**config.mk**
```make
export PLATFORM = sky130hd
export DESIGN_NAME = pipeline_ctrl_flat
export DESIGN_NICKNAME = d
export VERILOG_FILES = /design/src/rtl/pipeline_ctrl_pkg.sv /design/src/rtl/pipeline_ctrl_if.sv /design/src/rtl/pipeline_ctrl_sat_counter.sv /design/src/rtl/pipeline_ctrl.sv /design/src/flat_wrapper.sv
export SDC_FILE = /design/constraint.sdc
export NUM_CORES = 1
export LEC_CHECK = 0
export ABC_AREA = 1
export CAP_MARGIN = 20
export CORE_UTILIZATION = 47
export DETAILED_ROUTE_END_ITERATION = 10
export PLACE_DENSITY = 0.85
export SYNTH_ARGS = -nofsm -noshare
export SYNTH_HDL_FRONTEND = slang
export SYNTH_SLANG_ARGS = --single-unit
export TNS_END_PERCENT = 50
```
**constraint.sdc**
```tcl
create_clock -name clk -period 1.7 [get_ports clk]
set_clock_uncertainty 0.15 [all_clocks]
set_input_delay 0.34 -clock clk [delete_from_list [all_inputs] [get_ports clk]]
set_output_delay 0.34 -clock clk [all_outputs]
set_load 0.01 [all_outputs]
```
**src/rtl/pipeline_ctrl_pkg.sv**
```systemverilog
// Shared types and constants for the pipeline stall/flush sequencer.
package pipeline_ctrl_pkg;

  // Sequencer states, fixed 3-bit encoding so the debug port is stable.
  typedef enum logic [2:0] {
    PCTL_IDLE     = 3'd0,
    PCTL_RUN      = 3'd1,
    PCTL_MEM_WAIT = 3'd2,
    PCTL_FLUSH    = 3'd3,
    PCTL_HALTED   = 3'd4
  } pctl_state_e;

  localparam int PCTL_FLUSH_CYCLES_DEFAULT = 2;
  localparam int PCTL_FCNT_W               = 3;

  // Pipeline control bundle, one bit per control line.
  typedef struct packed {
    logic pc_en;
    logic pc_sel_branch;
    logic if_id_en;
    logic if_id_flush;
    logic id_exe_en;
    logic id_exe_flush;
    logic exe_mem_en;
    logic mem_wb_en;
  } pctl_ctrl_t;

  // Everything frozen.
  localparam pctl_ctrl_t CTRL_NONE   = 8'b0000_0000;
  // Normal advance of every stage.
  localparam pctl_ctrl_t CTRL_ALL    = 8'b1010_1011;
  // Taken branch: redirect PC, squash the two younger stages.
  localparam pctl_ctrl_t CTRL_BRANCH = 8'b1111_1111;
  // Hold IF/ID and PC, push a bubble into EXE, drain the rest.
  localparam pctl_ctrl_t CTRL_BUBBLE = 8'b0000_1111;
  // Post-branch squash cycles: sequential fetch, younger stages flushed.
  localparam pctl_ctrl_t CTRL_FLUSH  = 8'b1011_1111;

  function automatic logic pctl_is_running(input pctl_state_e s);
    return (s == PCTL_RUN) || (s == PCTL_MEM_WAIT) || (s == PCTL_FLUSH);
  endfunction

endpackage

```
**src/rtl/pipeline_ctrl_if.sv**
```systemverilog
// Request and control bundle between the pipeline and its sequencer.
// Requests are level signals sampled every cycle (start and
// branch_taken_EXE are one-cycle pulses); controls are combinational
// from the sequencer state and the current requests, no handshake.
interface pipeline_ctrl_if #(
  parameter int CNT_W = 16
);
  import pipeline_ctrl_pkg::*;

  logic             start;
  logic             halt_ID;
  logic             hazard_detected;
  logic             branch_taken_EXE;
  logic             mem_busy;

  logic             pc_en;
  logic             pc_sel_branch;
  logic             if_id_en;
  logic             if_id_flush;
  logic             id_exe_en;
  logic             id_exe_flush;
  logic             exe_mem_en;
  logic             mem_wb_en;
  logic             running;
  logic [CNT_W-1:0] stall_cnt;
  logic [CNT_W-1:0] flush_cnt;

  // Sequencer side.
  modport master (
    input  start, halt_ID, hazard_detected, branch_taken_EXE, mem_busy,
    output pc_en, pc_sel_branch, if_id_en, if_id_flush, id_exe_en,
           id_exe_flush, exe_mem_en, mem_wb_en, running, stall_cnt, flush_cnt
  );

  // Pipeline side.
  modport slave (
    output start, halt_ID, hazard_detected, branch_taken_EXE, mem_busy,
    input  pc_en, pc_sel_branch, if_id_en, if_id_flush, id_exe_en,
           id_exe_flush, exe_mem_en, mem_wb_en, running, stall_cnt, flush_cnt
  );
endinterface

```
**src/rtl/pipeline_ctrl_sat_counter.sv**
```systemverilog
// Saturating event counter: counts inc pulses, sticks at all-ones.
module sat_counter #(
  parameter int W = 16
) (
  input  logic         clk,
  input  logic         rst_n,
  input  logic         inc,
  output logic [W-1:0] count
);

  // Increment unless already saturated.
  always_ff @(posedge clk or negedge rst_n) begin
    if (!rst_n) begin
      count <= '0;
    end else if (inc && (count != {W{1'b1}})) begin
      count <= count + 1'b1;
    end
  end

endmodule

```
**src/rtl/pipeline_ctrl.sv**
```systemverilog
// Central stall/flush sequencer for the 5-stage pipeline.
module pipeline_ctrl
  import pipeline_ctrl_pkg::*;
#(
  parameter int FLUSH_CYCLES = PCTL_FLUSH_CYCLES_DEFAULT,
  parameter int CNT_W        = 16
) (
  input  logic        clk,
  input  logic        rst_n,
  pipeline_ctrl_if.master bus,
  output pctl_state_e state_dbg
);

  // The branch cycle itself is the first squash cycle, so FLUSH lasts
  // FLUSH_CYCLES-1 cycles.
  localparam logic [PCTL_FCNT_W-1:0] FLUSH_LOAD = PCTL_FCNT_W'(FLUSH_CYCLES - 1);

  pctl_state_e             state, state_nxt;
  logic [PCTL_FCNT_W-1:0]  fcnt, fcnt_nxt;
  pctl_ctrl_t              ctrl;
  logic                    running;
  logic                    stall_inc;
  logic                    flush_inc;

  // State and squash-counter registers.
  always_ff @(posedge clk or negedge rst_n) begin
    if (!rst_n) begin
      state <= PCTL_IDLE;
      fcnt  <= '0;
    end else begin
      state <= state_nxt;
      fcnt  <= fcnt_nxt;
    end
  end

  // Next-state and control decode. MEM_WAIT shares the RUN decode: while
  // memory is busy it re-enters MEM_WAIT, and on release the RUN rules
  // apply in the same cycle.
  always_comb begin
    ctrl      = CTRL_NONE;
    state_nxt = state;
    fcnt_nxt  = fcnt;
    flush_inc = 1'b0;
    case (state)
      PCTL_IDLE, PCTL_HALTED: begin
        if (bus.start) state_nxt = PCTL_RUN;
      end
      PCTL_RUN, PCTL_MEM_WAIT: begin
        if (bus.mem_busy) begin
          // EXE is frozen, so a coincident branch is re-presented later.
          state_nxt = PCTL_MEM_WAIT;
        end else if (bus.branch_taken_EXE) begin
          ctrl      = CTRL_BRANCH;
          fcnt_nxt  = FLUSH_LOAD;
          flush_inc = 1'b1;
          state_nxt = (FLUSH_CYCLES > 1) ? PCTL_FLUSH : PCTL_RUN;
        end else if (bus.halt_ID) begin
          // Halt is replaced by a bubble so it never reaches EXE.
          ctrl      = CTRL_BUBBLE;
          state_nxt = PCTL_HALTED;
        end else if (bus.hazard_detected) begin
          ctrl      = CTRL_BUBBLE;
          state_nxt = PCTL_RUN;
        end else begin
          ctrl      = CTRL_ALL;
          state_nxt = PCTL_RUN;
        end
      end
      PCTL_FLUSH: begin
        // Hazards and halts come from squashed instructions; ignore them.
        if (!bus.mem_busy) begin
          ctrl     = CTRL_FLUSH;
          fcnt_nxt = (fcnt != '0) ? fcnt - 1'b1 : '0;
          if (fcnt <= 1) state_nxt = PCTL_RUN;
        end
      end
      default: begin
        state_nxt = PCTL_IDLE;
      end
    endcase
  end

  // Performance event qualification.
  always_comb begin
    running   = pctl_is_running(state);
    stall_inc = running & ~ctrl.pc_en;
  end

  sat_counter #(.W(CNT_W)) u_stall_cnt (
    .clk   (clk),
    .rst_n (rst_n),
    .inc   (stall_inc),
    .count (bus.stall_cnt)
  );

  sat_counter #(.W(CNT_W)) u_flush_cnt (
    .clk   (clk),
    .rst_n (rst_n),
    .inc   (flush_inc),
    .count (bus.flush_cnt)
  );

  assign bus.pc_en         = ctrl.pc_en;
  assign bus.pc_sel_branch = ctrl.pc_sel_branch;
  assign bus.if_id_en      = ctrl.if_id_en;
  assign bus.if_id_flush   = ctrl.if_id_flush;
  assign bus.id_exe_en     = ctrl.id_exe_en;
  assign bus.id_exe_flush  = ctrl.id_exe_flush;
  assign bus.exe_mem_en    = ctrl.exe_mem_en;
  assign bus.mem_wb_en     = ctrl.mem_wb_en;
  assign bus.running       = running;
  assign state_dbg         = state;

endmodule
```
**src/flat_wrapper.sv**
```systemverilog
// flat-port wrapper written by rule: the top's interface ports become plain ports
module pipeline_ctrl_flat import pipeline_ctrl_pkg::*;
#(
  parameter int FLUSH_CYCLES = PCTL_FLUSH_CYCLES_DEFAULT,
  parameter int CNT_W        = 16
)
  (clk, rst_n, state_dbg, bus_start, bus_halt_ID, bus_hazard_detected, bus_branch_taken_EXE, bus_mem_busy, bus_pc_en, bus_pc_sel_branch, bus_if_id_en, bus_if_id_flush, bus_id_exe_en, bus_id_exe_flush, bus_exe_mem_en, bus_mem_wb_en, bus_running, bus_stall_cnt, bus_flush_cnt);
  pipeline_ctrl_if #(.CNT_W(CNT_W)) bus_i ();
  input  logic clk;
  input  logic rst_n;
  output pctl_state_e state_dbg;
  input wire logic [$bits(bus_i.start)-1:0] bus_start;
  input wire logic [$bits(bus_i.halt_ID)-1:0] bus_halt_ID;
  input wire logic [$bits(bus_i.hazard_detected)-1:0] bus_hazard_detected;
  input wire logic [$bits(bus_i.branch_taken_EXE)-1:0] bus_branch_taken_EXE;
  input wire logic [$bits(bus_i.mem_busy)-1:0] bus_mem_busy;
  output wire logic [$bits(bus_i.pc_en)-1:0] bus_pc_en;
  output wire logic [$bits(bus_i.pc_sel_branch)-1:0] bus_pc_sel_branch;
  output wire logic [$bits(bus_i.if_id_en)-1:0] bus_if_id_en;
  output wire logic [$bits(bus_i.if_id_flush)-1:0] bus_if_id_flush;
  output wire logic [$bits(bus_i.id_exe_en)-1:0] bus_id_exe_en;
  output wire logic [$bits(bus_i.id_exe_flush)-1:0] bus_id_exe_flush;
  output wire logic [$bits(bus_i.exe_mem_en)-1:0] bus_exe_mem_en;
  output wire logic [$bits(bus_i.mem_wb_en)-1:0] bus_mem_wb_en;
  output wire logic [$bits(bus_i.running)-1:0] bus_running;
  output wire logic [$bits(bus_i.stall_cnt)-1:0] bus_stall_cnt;
  output wire logic [$bits(bus_i.flush_cnt)-1:0] bus_flush_cnt;
  assign bus_i.start = bus_start;
  assign bus_i.halt_ID = bus_halt_ID;
  assign bus_i.hazard_detected = bus_hazard_detected;
  assign bus_i.branch_taken_EXE = bus_branch_taken_EXE;
  assign bus_i.mem_busy = bus_mem_busy;
  assign bus_pc_en = bus_i.pc_en;
  assign bus_pc_sel_branch = bus_i.pc_sel_branch;
  assign bus_if_id_en = bus_i.if_id_en;
  assign bus_if_id_flush = bus_i.if_id_flush;
  assign bus_id_exe_en = bus_i.id_exe_en;
  assign bus_id_exe_flush = bus_i.id_exe_flush;
  assign bus_exe_mem_en = bus_i.exe_mem_en;
  assign bus_mem_wb_en = bus_i.mem_wb_en;
  assign bus_running = bus_i.running;
  assign bus_stall_cnt = bus_i.stall_cnt;
  assign bus_flush_cnt = bus_i.flush_cnt;
  pipeline_ctrl #(.FLUSH_CYCLES(FLUSH_CYCLES), .CNT_W(CNT_W)) u_core (.clk(clk), .rst_n(rst_n), .bus(bus_i), .state_dbg(state_dbg));
endmodule
```
# After elaboration in Yosys (flattened, before gate mapping)
# Cells that the tools add are included.
# totals
regBits	38
output_inout_bits	44
inputBits	7
elab_cells	53
# classes
bitwise	2
mux	21
n_eq_ne	11
magnitude_cmp	1
reduce_logical	11
add_sub_neg	3
# op_table
cell	count
8-bit 2-to-1 mux	5
16-bit by 1-bit adder with 16-bit output, second input constant	2
16-bit inequality test, second input constant	2
3-bit 2-to-1 mux	10
8-bit case mux with 2 select lines	1
3-bit case mux with 3 select lines	1
2-bit inequality test, second input constant	4
3-bit by 2-bit == test with 1-bit output, second input constant	2
3-bit case mux with 2 select lines	1
4-bit AND reduction	1
2-bit OR reduction	2
3-bit by 1-bit == test with 1-bit output, second input constant	1
3-bit == test, second input constant	1
3-bit by 1-bit less-or-equal comparator with 1-bit output, second input constant	1
3-bit zero test	1
1-bit 2-to-1 mux	3
3-bit AND reduction	1
3-bit nonzero test	1
3-bit by 1-bit subtractor with 3-bit output, second input constant	1
1-bit logical AND	2
1-bit logical OR	2
2-bit by 1-bit inequality test with 1-bit output, second input constant	1
2-bit nonzero test	1
1-bit AND	1
1-bit NOT	1

# Longest topological paths before layout
# logic_depth
word_depth	8
depth_mapped	10
mapped_depth_nobuf	9

# By module
# Synthesis repeated with hierarchy kept, for this count alone.
# unflattened
cells_unflattened	369
area_unflattened_um2	2592.5
# by_module_without_submodules
module	seq_area_each_um2	cells_each	n_inst	area_per_inst_um2
sat_counter	400.4	149	2	1058.5
pipeline_ctrl	150.1	71	1	475.5

# Least setup slack after synthesis
# No wires, ideal clock.
# synth_timing
kind	register -> output
start	reg u_core.state[0] (netlist: u_core.state_dbg[0])
end	out bus_pc_en
required_ns	1.210
path_buffers	1
arrival_time_ns	1.307
path_stages_with_launch	8
slack_ns	-0.097
cell_sequence	dfrtp_1 -> nand2_1 -> nor2_2 -> nand2_4 -> inv_1 -> a21oi_2 -> inv_1 -> buf_4
# synth_between
elab_chain_cells	3
elab_cells_between_ends	5
cone_classes	3 x eq/ne; 1 x mux; 1 x reduce/logical
# synth_lines
item	line_no	source
start, declared	pipeline_ctrl.sv:18	pctl_state_e state, state_nxt;
start signal, assigned	pipeline_ctrl.sv:31	state <= state_nxt;
3-bit by 2-bit == test with 1-bit output or 3-bit by 1-bit == test with 1-bit output (tied branches)	pipeline_ctrl.sv:44	case (state)
2-bit OR reduction	pipeline_ctrl.sv:44	
8-bit case mux with 2 select lines (*)	pipeline_ctrl.sv:44	
end, declared	flat_wrapper.sv:17	output wire logic [$bits(bus_i.pc_en)-1:0] bus_pc_en;
# Every way passes the cells marked *; elsewhere a longest branch is shown, timed or not.

# Final worst setup path
# layout_timing
start	reg u_core.state[0] (netlist: u_core.state_dbg[0])
end	out bus_id_exe_flush
# layout_between
elab_chain_cells	3
elab_cells_between_ends	5
cone_classes	3 x eq/ne; 1 x mux; 1 x reduce/logical
# layout_lines
item	line_no	source
3-bit by 2-bit == test with 1-bit output or 3-bit by 1-bit == test with 1-bit output (tied branches)	pipeline_ctrl.sv:44	
2-bit OR reduction	pipeline_ctrl.sv:44	
8-bit case mux with 2 select lines (*)	pipeline_ctrl.sv:44	
end, declared	flat_wrapper.sv:22	output wire logic [$bits(bus_i.id_exe_flush)-1:0] bus_id_exe_flush;
# Marked as above.

==> reports/qor.yml <==
setup_path:
  r2r_start: "u_core.state_dbg[0]"
  end_kind: "primary output"
  critPathLaunchType: "flip-flop"
  reg2reg_depth: 8
  required_ps: 1210
  critPathLaunch: "u_core.state_dbg[0]"
  cp.arrival_ps: 1440
  r2r-end: "u_core.u_flush_cnt.count[4]"
  path_class: "flip-flop to primary output"
  rrSetupSlack_ps: -100
  path_max_fanout: 4
  crit_path_end: "bus_id_exe_flush"
min_path:
  hp-class: "input port to flip-flop"
global_route:
  top_usage_layer: "met2"
  grt_start_max_net_pins: 39
  overflow: 0
  met1_usage_pct: 29.48
  grt_pass1_vias: 2490
  antenna_found_initial: 0
  grt_use_total_pct: 24.75
  met3_usage_pct: 5.087
  grt_pass1_wl_um: 10550
  use_met2_pct: 44.24
logic_synthesis:
  synthCells: 343
  ys.flop_type: "dfrtp_1"
  synth_common_cells: "nand2_1 (125), dfrtp_1 (38), inv_1 (36)"
  yosys_warnings: 0
  synth-seq-area-share_pct: 38.10
  synth_nets: 354
  syn_area_um2: 2496
  ys_ff_latch: 38
  yosysUniqueCellTypes: 31
  synth_top_cell_by_area: "dfrtp_1"
  synth.most_common_cell: "nand2_1"
  yosysTopAreaCellShare_pct: 38.10
  avgSynthCellArea_um2: 7.277
  synth.area.top_cells: "dfrtp_1 (38%), nand2_1 (19%), inv_1 (5.4%)"
  synth_edf_count: 0
  async_reset_ff_share_pct: 100.0
floorplan:
  die_h_um: 74.88
  io_pins: 51
  rows: 26
  die_x_um: 74.88
  initial_core_util_pct: 48.87
  dieArea_um2: 5606
  coreArea_um2: 5107
routing:
  first_iter_violations: 174
  drc_errors: 0
  drt-vias-per-instance: 5.116
  ant_nets: 0
  wire_per_inst_um: 13.47
  finalWirelength_um: 6828
  vias: 2594
  firstDrtPassIters: 4
cts:
  cts.sinks: 38
  cts_max_level: 2
  clk_pin_slew_ps: 70
  clockBufferDepth: 2
  cts_tree: "done"
  clk_latency_ps: 290
  root_buffer: "clkbuf_8"
  cts_buffers: 5
finish:
  final_area_um2: 3605
  drive_gt1_share_pct: 25.63
  num-nets-final: 447
  diodes: 0
  stdcell_count: 507
  final_core_util_pct: 70.58
  syn_to_final_growth_pct: 44.41
pwr:
  p_clk_share_pct: 14.6
  p_int_mw: 2.577
  sw_frac_of_total_pct: 42.18
  cellPowerDensity_nw_per_um2: 1236
  power.switching_mw: 1.880
  leakagePower_nw: 1.965
  combinationalPowerShare_pct: 56.0
  seqPwrFrac_pct: 29.4
  power_mw: 4.457
  ir_drop_mv: 0.8975
timing:
  setup_violations: 21
  hold_viol: 0
  maxSlewHeadroom_pct: 67.34
  drv_slew: 0
  holdWs_ps: 361.3
  fin_ws_ps: -228.3
  worstMarginPinSlew_ps: 489.9
  fin_crit_sh_pct: 113.4
  post-route-min-period_ps: 1928
  rsz0062_at_grt: "true"
  max_freq_mhz: 518.6
place:
  hpwl_um: 4388
  placed_cell_area_um2: 3203
  io_buffers: 50
  gp_congestion: 0.8549
  placed_cells: 478
run:
  drv_cap: 0
run_status:
  outcome: "finished with violations"
  violations: "negative setup slack"
[metal layers]
metal | wire length [um] | share of wire (%)
met1 | 2793 | 41
met4 | 97 | 1.4
met5 | 0 | 0
met2 | 3581 | 52
met3 | 356 | 5.2
[state kept, by name, indices dropped and copies added (netlist names)]
signal	flops
u_core.u_flush_cnt.count	16
u_core.u_stall_cnt.count	16
u_core.fcnt	3
u_core.state_dbg	3
[area by class of cell]
class                   instances  area, um2
fillers                       405       1503
multi-input cells             260       1474
flip-flops and latches         38      958.4
repair buffers                 92      843.3
inverters                      39      150.1
well taps                      70      87.58
clock buffers                   7      86.33
clock inverters                 1      5.005
[kinds of logic (layout without fill, tap and decap cells)]
| logic type | Yosys count | after routing | synth area share [%] |
|---|---|---|---|
| AND/OR/NAND/NOR | 211 | 212 | 38.50 |
| buffers and inverters | 46 | 139 | 8.371 |
| flip-flops | 38 | 38 | 38.10 |
| AO/OA/AOI/OAI | 25 | 25 | 6.367 |
| XOR/XNOR | 19 | 19 | 6.667 |
| adder cells (fa/ha/maj) | 4 | 4 | 2.005 |
[cell usage in the layout (no fill, tap or decap), drive strengths merged, types with 4 or more instances in the layout]
cell type     instances
dlymetal6s2s          9
a21oi                 5
o21ai                17
dlygate4sd2          27
inv                  38
dfrtp                38
xnor2                 8
nand4                15
nor3                  4
buf                  49
nand2               130
clkbuf               10
xor2                 11
nand3                19
nor2                 40
nand3b                4
ha                    4
[through the flow]
| stage | setup WS (ps) | TNS [ps] |
|---|---|---|
| final | -228.3 | -2328 |
| after global routing | -329.1 | -4353 |
| after CTS | -210.7 | -1723 |
| after detailed placement | -670.6 | -13040 |
| after global placement | -615.2 | -10930 |
| after floorplan | 11.27 | 0 |
[power groups by stage]
stage / combinational, mW / sequential [mW] / clock, mW
after floorplan: 1.10 / 1.43 / 0
after global placement: 2.05 / 1.34 / 0
after CTS: 2.25 / 1.30 / 0.659
after global routing: 2.72 / 1.33 / 0.703
after detailed placement: 2.13 / 1.35 / 0
final: 2.50 / 1.31 / 0.651
[critical path: stages, from the launching register on]
cell and delay (ps):
dfrtp_1 430, nand3b_1 220, nand2_4 120, nand2_2 60, o211ai_1 160, buf_2 160
[how the worst min path moves through the flow]
stage                     cells after the start  slack, ps                     endpoint   startpoint
after floorplan                               0       -110               u_core.fcnt[0]        rst_n
after CTS                                     3        340          u_core.state_dbg[2]  bus_halt_ID
final                                         3        360          u_core.state_dbg[2]  bus_halt_ID
after detailed placement                      2        270  u_core.u_stall_cnt.count[2]        rst_n
after global routing                          3        360          u_core.state_dbg[2]  bus_halt_ID
after global placement                        2        260  u_core.u_stall_cnt.count[2]        rst_n
[repair_timing]
action,in CTS,in global routing
gates resized for setup,83,44
endpoints found under the setup margin,53,50
endpoints found under the hold margin,38,0
pin swaps,5,7
hold buffers,1,0
gates cloned,0,3
buffers inserted,15,3
Power figures use the tool's default switching activity.
